## config.mk

```make
export PLATFORM = sky130hd
export DESIGN_NAME = ah_rr_client_agent_32
export DESIGN_NICKNAME = d
export VERILOG_FILES = /design/src/rtl/ah_arb_pkg.sv /design/src/rtl/ah_rr_client_slot.sv /design/src/rtl/ah_rr_client_agent_32.sv
export SDC_FILE = /design/constraint.sdc
export NUM_CORES = 1
export LEC_CHECK = 0
export ABC_AREA = 1
export CORE_ASPECT_RATIO = 1.25
export CORE_MARGIN = 1
export CORE_UTILIZATION = 43
export CTS_CLUSTER_SIZE = 24
export DETAILED_ROUTE_END_ITERATION = 10
export HOLD_SLACK_MARGIN = 0.03
export SLEW_MARGIN = 20
export SYNTH_ARGS = -nofsm -noshare
export SYNTH_HDL_FRONTEND = slang
export SYNTH_SLANG_ARGS = --single-unit
export TNS_END_PERCENT = 20
```

## constraint.sdc

```tcl
create_clock -name clk -period 2.59 [get_ports clk]
set_clock_uncertainty 0.1 [all_clocks]
set_input_delay 0.259 -clock clk [delete_from_list [all_inputs] [get_ports clk]]
set_output_delay 0.259 -clock clk [all_outputs]
set_load 0.05 [all_outputs]
```

## src/rtl/ah_arb_pkg.sv

```systemverilog
// Shared definitions for the 32-way round-robin arbiter and its requester agent.
package ah_arb_pkg;

    localparam int AH_ARB_N     = 32;
    localparam int AH_ARB_IDX_W = 5;

    // Non-zero with exactly one bit set: clearing the lowest set bit leaves nothing.
    function automatic logic ah_onehot(input logic [AH_ARB_N-1:0] v);
        return (v != '0) && ((v & (v - AH_ARB_N'(1))) == '0);
    endfunction

    function automatic logic [AH_ARB_IDX_W-1:0] ah_encode(input logic [AH_ARB_N-1:0] v);
        logic [AH_ARB_IDX_W-1:0] idx;
        idx = '0;
        for (int i = 0; i < AH_ARB_N; i++) begin
            if (v[i]) idx = idx | AH_ARB_IDX_W'(i);
        end
        return idx;
    endfunction

endpackage

```

## src/rtl/ah_rr_client_slot.sv

```systemverilog
// One client of the requester agent: pending token counter, request line and
// starvation tracking.
module ah_rr_client_slot #(
    parameter int DEPTH    = 4,
    parameter int CNT_W    = 3,
    parameter int MAX_WAIT = 64,
    parameter int WAIT_W   = 7
) (
    input  logic clk,
    input  logic rstn,
    input  logic push,
    input  logic lg,
    output logic push_ready,
    output logic req,
    output logic starve
);

    localparam logic [CNT_W-1:0]  DEPTH_C    = CNT_W'(DEPTH);
    localparam logic [WAIT_W-1:0] MAX_WAIT_C = WAIT_W'(MAX_WAIT);

    logic [CNT_W-1:0]  count;
    logic [WAIT_W-1:0] wait_cnt;
    logic              accept;

    assign push_ready = (count < DEPTH_C);
    assign req        = (count != '0);
    assign accept     = push & push_ready;
    assign starve     = (wait_cnt == MAX_WAIT_C);

    always_ff @(posedge clk or negedge rstn) begin
        if (!rstn) begin
            count    <= '0;
            wait_cnt <= '0;
        end else begin
            // A simultaneous accept and grant cancel out, keeping the slot at its level.
            if (accept && !lg) begin
                count <= count + CNT_W'(1);
            end else if (lg && !accept) begin
                count <= count - CNT_W'(1);
            end

            if (!req || lg) begin
                wait_cnt <= '0;
            end else if (!starve) begin
                wait_cnt <= wait_cnt + WAIT_W'(1);
            end
        end
    end

endmodule

```

## src/rtl/ah_rr_client_agent_32.sv

```systemverilog
// Requester-side agent for the 32-way round-robin arbiter: turns posted tokens
// into req lines, consumes them on grants and reports winners and protocol errors.
module ah_rr_client_agent_32
    import ah_arb_pkg::*;
#(
    parameter int DEPTH    = 4,
    parameter int CNT_W    = $clog2(DEPTH + 1),
    parameter int MAX_WAIT = 64,
    parameter int WAIT_W   = $clog2(MAX_WAIT + 1)
) (
    input  logic                    clk,
    input  logic                    rstn,
    input  logic [AH_ARB_N-1:0]     push,
    output logic [AH_ARB_N-1:0]     push_ready,
    output logic [AH_ARB_N-1:0]     req,
    input  logic [AH_ARB_N-1:0]     grant,
    output logic [AH_ARB_N-1:0]     done,
    output logic                    gnt_valid,
    output logic [AH_ARB_IDX_W-1:0] gnt_id,
    output logic [AH_ARB_N-1:0]     starve,
    output logic                    err_spurious,
    output logic                    err_multi,
    input  logic                    err_clr
);

    // Token handshake: push[i] is taken on a rising clk edge only while
    // push_ready[i] is high; a push seen while push_ready[i] is low is dropped,
    // so clients must not rely on holding push to retry.

    logic                grant_onehot;
    logic [AH_ARB_N-1:0] lg;
    logic                spurious_hit;
    logic                multi_hit;

    assign grant_onehot = ah_onehot(grant);
    assign lg           = grant & req & {AH_ARB_N{grant_onehot}};
    assign spurious_hit = grant_onehot && ((grant & ~req) != '0);
    assign multi_hit    = (grant != '0) && !grant_onehot;

    for (genvar i = 0; i < AH_ARB_N; i++) begin : g_slot
        ah_rr_client_slot #(
            .DEPTH   (DEPTH),
            .CNT_W   (CNT_W),
            .MAX_WAIT(MAX_WAIT),
            .WAIT_W  (WAIT_W)
        ) u_slot (
            .clk       (clk),
            .rstn      (rstn),
            .push      (push[i]),
            .lg        (lg[i]),
            .push_ready(push_ready[i]),
            .req       (req[i]),
            .starve    (starve[i])
        );
    end

    always_ff @(posedge clk or negedge rstn) begin
        if (!rstn) begin
            done         <= '0;
            gnt_valid    <= 1'b0;
            gnt_id       <= '0;
            err_spurious <= 1'b0;
            err_multi    <= 1'b0;
        end else begin
            done      <= lg;
            gnt_valid <= (lg != '0);
            gnt_id    <= (lg != '0) ? ah_encode(lg) : '0;

            // A fresh error outranks a clear landing in the same cycle.
            if (spurious_hit) begin
                err_spurious <= 1'b1;
            end else if (err_clr) begin
                err_spurious <= 1'b0;
            end

            if (multi_hit) begin
                err_multi <= 1'b1;
            end else if (err_clr) begin
                err_multi <= 1'b0;
            end
        end
    end

endmodule

```

Word level (Yosys, flattened, before mapping)
Index checks and enable logic that the tools add are counted.
{"block": "op_classes", "bitwise_logic": 37, "n_mux": 229, "n_lt_le_gt_ge": 32, "n_addsub": 97, "n_reduce_logical": 266, "eq_ne": 64}
{"op": "two-way mux 7 bit", "n": 96}
{"op": "two-way mux 3 bit", "n": 100}
{"op": "adder 7 x 1 -> 7 bit, second input constant", "n": 32}
{"op": "equality test 7 bit, second input constant", "n": 32}
{"op": "AND 32 bit", "n": 4}
{"op": "zero test 1 bit", "n": 97}
{"op": "adder 3 x 1 -> 3 bit, second input constant", "n": 32}
{"op": "< comparator 3 bit, second input constant", "n": 32}
{"op": "nonzero test 3 bit", "n": 32}
{"op": "nonzero test 32 bit", "n": 3}
{"op": "subtractor 3 x 1 -> 3 bit, second input constant", "n": 32}
{"op": "two-way mux 5 bit", "n": 17}
{"op": "nonzero test 2 bit", "n": 34}
{"op": "logical AND 1 bit", "n": 67}
{"op": "!= test 2 bit, second input constant", "n": 32}
{"op": "AND 1 bit", "n": 32}
{"op": "zero test 32 bit", "n": 1}
{"op": "logical OR 1 bit", "n": 32}
{"op": "two-way mux 4 bit", "n": 8}
{"op": "NOT 32 bit", "n": 1}
{"op": "subtractor 32 x 1 -> 32 bit, second input constant", "n": 1}
{"op": "two-way mux 1 bit", "n": 6}
{"op": "two-way mux 2 bit", "n": 2}
{"block": "totals", "inputBits": 67, "wordCells": 794, "out_inout_bits": 136, "regBits": 360}

Longest topological paths before layout
Gate-level depths: netlist of run 1.
{"block": "logic_depth", "ltp_word": 37, "ltp_mapped": 20, "depth_no_buf": 19}

Cells and area by module
A second synthesis of run 1 with hierarchy kept.
{"block": "unflattened", "hier_cells": 2624, "hier_area_um2": 20794.9}
{"module": "ah_rr_client_slot (g_slot[0].u_slot ...)", "area_each_um2": 566.8, "cells_each": 69, "instances": 30, "seq_area_each_um2": 250.2}
{"module": "ah_rr_client_agent_32", "area_each_um2": 2632.5, "cells_each": 422, "instances": 1, "seq_area_each_um2": 1001.0}
{"module": "ah_rr_client_slot (g_slot[2].u_slot)", "area_each_um2": 584.3, "cells_each": 66, "instances": 1, "seq_area_each_um2": 250.2}
{"module": "ah_rr_client_slot (g_slot[9].u_slot)", "area_each_um2": 574.3, "cells_each": 66, "instances": 1, "seq_area_each_um2": 250.2}

Worst setup path before layout of run 1
Ideal clock, no wire load.
{"block": "synth_path", "kind": "input -> register", "start": "input port grant[2]", "end": "register g_slot[8].u_slot.count[1]", "path_slack_ns": -0.461, "setup_time_ns": 0.125, "arrival_ns": 2.826, "path_stages": 18, "required_time_ns": 2.365, "n_path_buf": 2, "path_cell_list": "nor2_1 -> nand2_1 -> nor2_4 -> nand2_1 -> o21ai_1 -> nand2_1 -> nor2_1 -> nand3_1 -> nor2_4 -> nand2_2 -> buf_6 -> buf_6 -> nor3_2 -> inv_1 -> ha_1 -> inv_1 -> fa_1 -> mux2_2"}
{"block": "synth_via", "elab_chain_cells": 8, "word_cells_on_any_way": 11, "cone_classes": "add/sub: 1; mux: 1; bitwise: 2; reduce/logical: 7"}
{"element": "start, declared", "line": "ah_rr_client_agent_32.sv:16", "rtl": "input logic [AH_ARB_N-1:0] grant,"}
{"element": "subtractor 32 x 1 -> 32 bit", "line": "ah_arb_pkg.sv:9", "rtl": "return (v != '0) && ((v & (v - AH_ARB_N'(1))) == '0);"}
{"element": "AND 32 bit", "line": "ah_arb_pkg.sv:9"}
{"element": "zero test 32 bit", "line": "ah_arb_pkg.sv:9"}
{"element": "logical AND 1 bit *", "line": "ah_arb_pkg.sv:9"}
{"element": "AND 32 bit *", "line": "ah_rr_client_agent_32.sv:36", "rtl": "assign lg = grant & req & {AH_ARB_N{grant_onehot}};"}
{"element": "net g_slot[8].u_slot.lg", "line": "ah_rr_client_slot.sv:12", "rtl": "input logic lg,"}
{"element": "zero test 1 bit", "line": "ah_rr_client_slot.sv:36", "rtl": "if (accept && !lg) begin"}
{"element": "logical AND 1 bit", "line": "ah_rr_client_slot.sv:36"}
{"element": "two-way mux 3 bit / nonzero test 2 bit (equally long branches)"}
{"element": "end signal, assigned", "line": "ah_rr_client_slot.sv:37", "rtl": "count <= count + CNT_W'(1);"}
{"element": "end signal, assigned", "line": "ah_rr_client_slot.sv:39", "rtl": "count <= count - CNT_W'(1);"}
{"element": "end, declared", "line": "ah_rr_client_slot.sv:21", "rtl": "logic [CNT_W-1:0] count;"}
Mark *: on every way through the listed nets, which the timed path passes. The rest lies on a longest branch.
A chain may end at the register's enable or synchronous reset.

Worst setup path after layout of run 1
{"block": "layout_path", "start": "input port grant[12]", "end": "register g_slot[8].u_slot.count[1]"}
The elaborated chain is that of the path after synthesis.

==> results of run 1 <==
per-stage QoR:
step,hold slack [ns],cell area (um2)
after global routing,0.1235,25660
after detailed placement,0.2109,23760
after CTS,0.09085,25480
after global placement,0.2177,23760
final,0.1050,25660
after floorplan,-0.1366,20220
flip-flops by register name, indices dropped and copies added, names as in the netlist:
signal,flops
done,32
gnt_valid,1
g_slot.u_slot.wait_cnt,224
err_spurious,1
gnt_id,5
g_slot.u_slot.count,96
err_multi,1
placed cells by master (no fill, tap or decap), types with 32 or more instances in the layout:
master / Yosys / layout
fa_1: 32 / 32
nand3_1: 86 / 81
a21oi_1: 58 / 58
o21ai_0: 73 / 67
nand2_1: 310 / 297
inv_1: 328 / 312
clkdlybuf4s50_1: 0 / 135
ha_1: 96 / 81
nor2_1: 334 / 298
clkbuf_16: 0 / 41
xnor2_1: 65 / 65
dfrtp_1: 360 / 360
nor3_1: 79 / 79
buf_4: 98 / 249
nand4_1: 46 / 46
xor2_1: 127 / 127
power by group:
part | internal [mW] | leakage [nW] | switching, mW
registers | 7.85 | 4.55 | 2.02
clock network | 3.34 | 0.617 | 2.26
logic | 5.05 | 7.40 | 6.64
total | 16.2 | 12.6 | 10.9
critical path, stage by stage:
cell	delay, ns
clkdlybuf4s15_2	0.26
nor2_4	0.16
nand2_1	0.09
nor2_2	0.13
nand2_2	0.09
o21ai_1	0.16
nand2_1	0.07
nor2_1	0.13
nand3_2	0.11
nor2_4	0.21
nand2_4	0.10
buf_8	0.15
nor3_4	0.12
inv_1	0.08
ha_2	0.18
inv_2	0.06
fa_1	0.42
mux2_4	0.28
cell type report:
type                       instances  area (um2)  share of cell area
timing repair buffer             447        4028              0.1570
clock buffer                      59        1184             0.04613
sequential                       360        9009              0.3511
inverter                         331        1250             0.04871
antenna                            1       2.502          0.00009752
clock inverter                     6       85.08            0.003316
multi-input combinational       1471        9370              0.3652
tap                              585       732.0             0.02853
worst paths after layout:
path	startpoint	end	slack [ns]	depth (start not counted)
max	grant[12]	g_slot[8].u_slot.count[1]	-0.16	18
min	grant[2]	done[2]	0.11	4
max reg2reg	g_slot[13].u_slot.count[1]	g_slot[13].u_slot.count[2]	0.30	9
min reg2reg	g_slot[17].u_slot.wait_cnt[0]	g_slot[17].u_slot.wait_cnt[0]	0.43	1
max in group asynchronous	rstn	g_slot[24].u_slot.wait_cnt[0]	1.38	3
min in group asynchronous	rstn	g_slot[2].u_slot.wait_cnt[1]	0.21	2
cell families after synthesis:
group | share of synthesized area
multiplexers | 0.01789
flip-flops | 0.4472
adder cells (fa/ha/maj) | 0.09143
AND/OR/NAND/NOR | 0.2011
AO/OA/AOI/OAI | 0.05435
buffers and inverters | 0.1045
XOR/XNOR | 0.08348
routing by layer:
layer / part of all wire / routed length, um / vias to the layer above
met3: 0.044 / 2338 / 108
met1: 0.43 / 22440 / 7616
met2: 0.49 / 25640 / 282
met4: 0.042 / 2237 / 8
met5: 0.00093 / 49 / -
li1: - / - / 7879
what timing repair did:
| action | CTS | global route |
|---|---|---|
| setup endpoints to repair | 288 | 139 |
| gates resized for setup | 194 | 51 |
| buffers inserted | 28 | 3 |
| endpoints found under the hold margin | 68 | 0 |
| hold buffers | 1 | 0 |
| pin swaps | 61 | 43 |
| gates cloned | 1 | 0 |
==> flow_metrics.tcl, run 1 <==
set metrics [dict create \
    status "finished with violations" \
    violations "negative setup slack" \
    ys_ff_latch 360 \
    dp.cells 3161 \
    clk_path_buf_depth 3 \
    io_buffers 202 \
    worstSkewPairLatency_ns 0.54 \
    path_clk_slew_ns 0.06 \
    drtIter0Drc 656 \
    yosysSeqAreaShare 0.4472 \
    drt_pre_antenna_iters 4 \
    fin_ws_ns -0.1562 \
    die-area_um2 47720 \
    wl_per_cell_um 16.17 \
    worstPathArrival_ns 3.07 \
    use_met3 0.03944 \
    post-route-period-util 1.060 \
    start_kind "primary input" \
    vdd_drop_max_mv 0.5972 \
    overflow 0 \
    cts_tree "done" \
    critPathRequiredTime_ns 2.91 \
    dp_slack_ns -1.270 \
    fmax_mhz 364.1 \
    cts_htree_levels 2 \
    syn_avg_cell_area_um2 8.800 \
    die_w_um 195.6 \
    wl_um 52700 \
    antenna_found_initial 7 \
    hold_viol 0 \
    crit_type "in -> reg" \
    async_reset_ff_frac 1.000 \
    fin_nets 2846 \
    place.gp.congestion 0.9272 \
    synth_cell_types 38 \
    synth_warnings 0 \
    synth_edf_count 0 \
    synth_cells 2289 \
    p_leak_nw 12.56 \
    yosysTopAreaCell "dfrtp_1" \
    relSlewSlack 0.5161 \
    cp-end-kind "flop" \
    cts_sinks 360 \
    drc 0 \
    final_util 0.5549 \
    grt_pass1_vias 16138 \
    drv_cap 0 \
    synth_top_area_share 0.4472 \
    grt_use_total 0.2263 \
    final_layout_size_suffix_gt1_frac 0.1945 \
    total_power_mw 27.15 \
    finalNonFillerCells 3260 \
    synth_commonest_cells "dfrtp_1 (360), nor2_1 (334), inv_1 (328)" \
    syn2layout_area_growth_pct 27.39 \
    grt_max_degree 77 \
    synth.most_common_cell "dfrtp_1" \
    hpwlAfterDp_um 40800 \
    grt-busiest-layer "met2" \
    die_y_um 244.0 \
    core_area_um2 46240 \
    initial_core_util 0.4356 \
    crit_fanout 3 \
    power_density_nw_per_um2 1058 \
    core.rowCount 88 \
    finalSetupTns_ns -2.094 \
    grt_pass1_wl_um 84720 \
    min_path_type "in -> reg" \
    tightest_slew_ns 0.7165 \
    finalSetupViolations 33 \
    numCtsBuffers 40 \
    syn_nets 2484 \
    cts-root-buf "clkbuf_16" \
    synth_area_um2 20140 \
    pin_count 203 \
    ant_nets 0 \
    rsz0062_at_grt "yes" \
    synthFlopType "dfrtp_1" \
    vias 15893 \
    avgViaCountPerCell 4.875 \
    gr-usage-met1 0.2815 \
    grt_util_met2 0.3875 \
    slew_violations 0 \
    fillers 4178 \
    synth_area_leaders "dfrtp_1 (45%), nor2_1 (6.2%), inv_1 (6.1%)" \
    period_needed_ns 2.746 \
]
No activity file was read; power rests on OpenSTA's default activity.
==> inputs of run 2 (changes only) <==
CAP_MARGIN = 30   (was default)
CORE_UTILIZATION = 58   (was 43)
PLACE_DENSITY = 0.81   (was default)
REMOVE_ABC_BUFFERS = 1   (was default)
==> run 2 against run 1 <==
Compared with the run above:
- sequential power is 0.9% higher
- critical path type unchanged
- highest routed layer unchanged
- non-clock buffer count stayed put
- critical path depth is 2 lower
- worst setup slack worse by 0.039 ns
- fmax is 1.4% lower
- sequential cell count stayed put
- the flow still finishes with violations (negative setup slack)
- die area is 26% lower
- via count is 5.7% higher
- power is 3.5% higher
- global-route usage is 8.6 points higher
- clock power is 5.9% higher
- final cell count is 3.5% lower
==> flow_metrics.tcl, run 2 (synthesis results as in run 1) <==
set metrics [dict create \
    avgViaCountPerCell 5.342 \
    min_path_type "in -> reg" \
    status "finished with violations" \
    rsz0062_at_grt "yes" \
    period_needed_ns 2.785 \
    start_kind "primary input" \
    hold_ws_ns 0.1345 \
    fmax_mhz 359.1 \
    hold_path.startpoint "grant[3]" \
    cts_htree_levels 2 \
    finalSetupViolations 40 \
    cts-root-buf "clkbuf_16" \
    crit_fanout 8 \
    grt_pass1_wl_um 87200 \
    grt_use_total 0.3127 \
    drc 0 \
    initial_core_util 0.5946 \
    core.rowCount 75 \
    hpwlAfterDp_um 39270 \
    overflow 0 \
    drt_pre_antenna_iters 6 \
    critPathRequiredTime_ns 2.90 \
    slew_violations 0 \
    vias 16805 \
    grt_max_degree 76 \
    crit_type "in -> reg" \
    seq_area_um2 9009 \
    reg.largest.list "g_slot.u_slot.wait_cnt (224), g_slot.u_slot.count (96), done (32)" \
    dpl-instance-area_um2 23420 \
    core_area_um2 33880 \
    tightest_slew_ns 0.6511 \
    post-route-cell-area_um2 25620 \
    fillers 2238 \
    layout_commonest_cell "dfrtp_1" \
    pin_count 203 \
    cts_sinks 360 \
    io_buffers 202 \
    path_clk_slew_ns 0.06 \
    multiInputGateArea_um2 9498 \
    antenna_found_initial 10 \
    ant_nets 0 \
    drv_cap 0 \
    relSlewSlack 0.5659 \
    die-area_um2 35480 \
    cts_tree "done" \
    largest_reg_flops 224 \
    final_cell_mix "dfrtp_1 (360), inv_1 (298), nand2_1 (293), nor2_1 (292), buf_4 (252)" \
    power_density_nw_per_um2 1097 \
    r2r-start "g_slot[14].u_slot.count[0]" \
    final_util 0.7562 \
    die_y_um 210.4 \
    post-route-period-util 1.075 \
    place.gp.congestion 0.9088 \
    worstSkewPairLatency_ns 0.54 \
    fin_nets 2844 \
    drtIter0Drc 1209 \
    critical_path.startpoint "grant[0]" \
    cp-end-kind "flop" \
    clk_path_buf_depth 3 \
    fin_ws_ns -0.1950 \
    regMostFlops "g_slot.u_slot.wait_cnt" \
    wl_um 54890 \
    grt_pass1_vias 17232 \
    worstPathArrival_ns 3.10 \
    hold_viol 0 \
    wl_per_cell_um 17.45 \
    violations "negative setup slack" \
    vdd_drop_max_mv 0.9536 \
    finalSetupTns_ns -3.507 \
    syn2layout_area_growth_pct 27.18 \
    die_w_um 168.7 \
    p_leak_nw 12.57 \
    numCtsBuffers 38 \
    final_layout_size_suffix_gt1_frac 0.2165 \
]
[run 2: cell types whose count changed in the layout (fill, tap and decap cells not counted), sizes merged]
| cell | change |
|---|---|
| buf | +3 |
| dlymetal6s2s | -1 |
| clkinvlp | +1 |
| clkbuf | +1 |
| clkdlybuf4s50 | +2 |
| clkdlybuf4s15 | -8 |
| bufbuf | -1 |
| clkinv | +5 |
| diode | +4 |
| bufinv | +3 |
[run 2: layout make-up]
cell class | instances | area share
diodes | 5 | 0.0004884
clock buffers | 55 | 0.04523
clock inverters | 15 | 0.008107
inverters | 331 | 0.04879
multi-input cells | 1471 | 0.3707
flip-flops and latches | 360 | 0.3516
well taps | 462 | 0.02256
repair buffers | 447 | 0.1524
[run 2: final timing paths]
kind                                                       to  slack [ns]  depth (start not counted)
worst max register to register     g_slot[14].u_slot.count[2]        0.11                          9
worst max-delay path               g_slot[14].u_slot.count[2]       -0.20                         16
min in group asynchronous       g_slot[22].u_slot.wait_cnt[0]        0.21                          2
max in group asynchronous          g_slot[24].u_slot.count[1]        1.37                          3
worst min-delay path             g_slot[3].u_slot.wait_cnt[5]        0.13                          4
worst min register to register                   err_spurious        0.41                          2
[run 2: what timing repair did]
item,4_1_cts,5_1_grt
resized for setup,211,112
buffers inserted,33,12
hold buffers,1,0
endpoints found under the setup margin,128,100
pin swaps,75,70
gates cloned,1,0
hold endpoints to repair,61,0
[run 2: critical path: stages]
cell     delay (ns)
buf_8          0.10
nor2_4         0.20
nand2_4        0.10
nor2_4         0.23
buf_6          0.14
nand3_2        0.07
or3_4          0.38
nand2_4        0.17
inv_8          0.07
nand3_2        0.08
ha_2           0.18
inv_2          0.05
fa_1           0.42
a21oi_1        0.30
o21ai_0        0.17
xor2_1         0.16
[run 2: routing by layer]
metal | global-route usage | part of all wire | vias up
met5 | 0 | 0.0011 | -
li1 | - | - | 7881
met1 | 0.3816 | 0.39 | 8170
met3 | 0.05407 | 0.062 | 178
met4 | 0.1527 | 0.050 | 10
met2 | 0.5362 | 0.50 | 566
[run 2: power breakdown]
group          switching, mW  internal, mW  total (mW)
registers               2.12          7.84        9.96
clock network           2.30          3.62        5.92
logic                   7.10          5.13        12.2
[run 2: per-stage QoR]
| step | setup WS [ns] | cells | total power, mW |
|---|---|---|---|
| detailed placement | -1.216 | 3026 | 21.57 |
| CTS | -0.1634 | 3131 | 27.87 |
| global route | -0.2907 | 3143 | 29.97 |
| global placement | -1.077 | 3026 | 20.75 |
| finish | -0.1950 | 3146 | 28.10 |
| floorplan | -1.067 | 2162 | 17.52 |
==> inputs of run 3 (changes only) <==
SLEW_MARGIN = default   (was 20)
==> results of run 3 <==
Same layout as run 2: the final DEF is identical, and so are final timing and power.
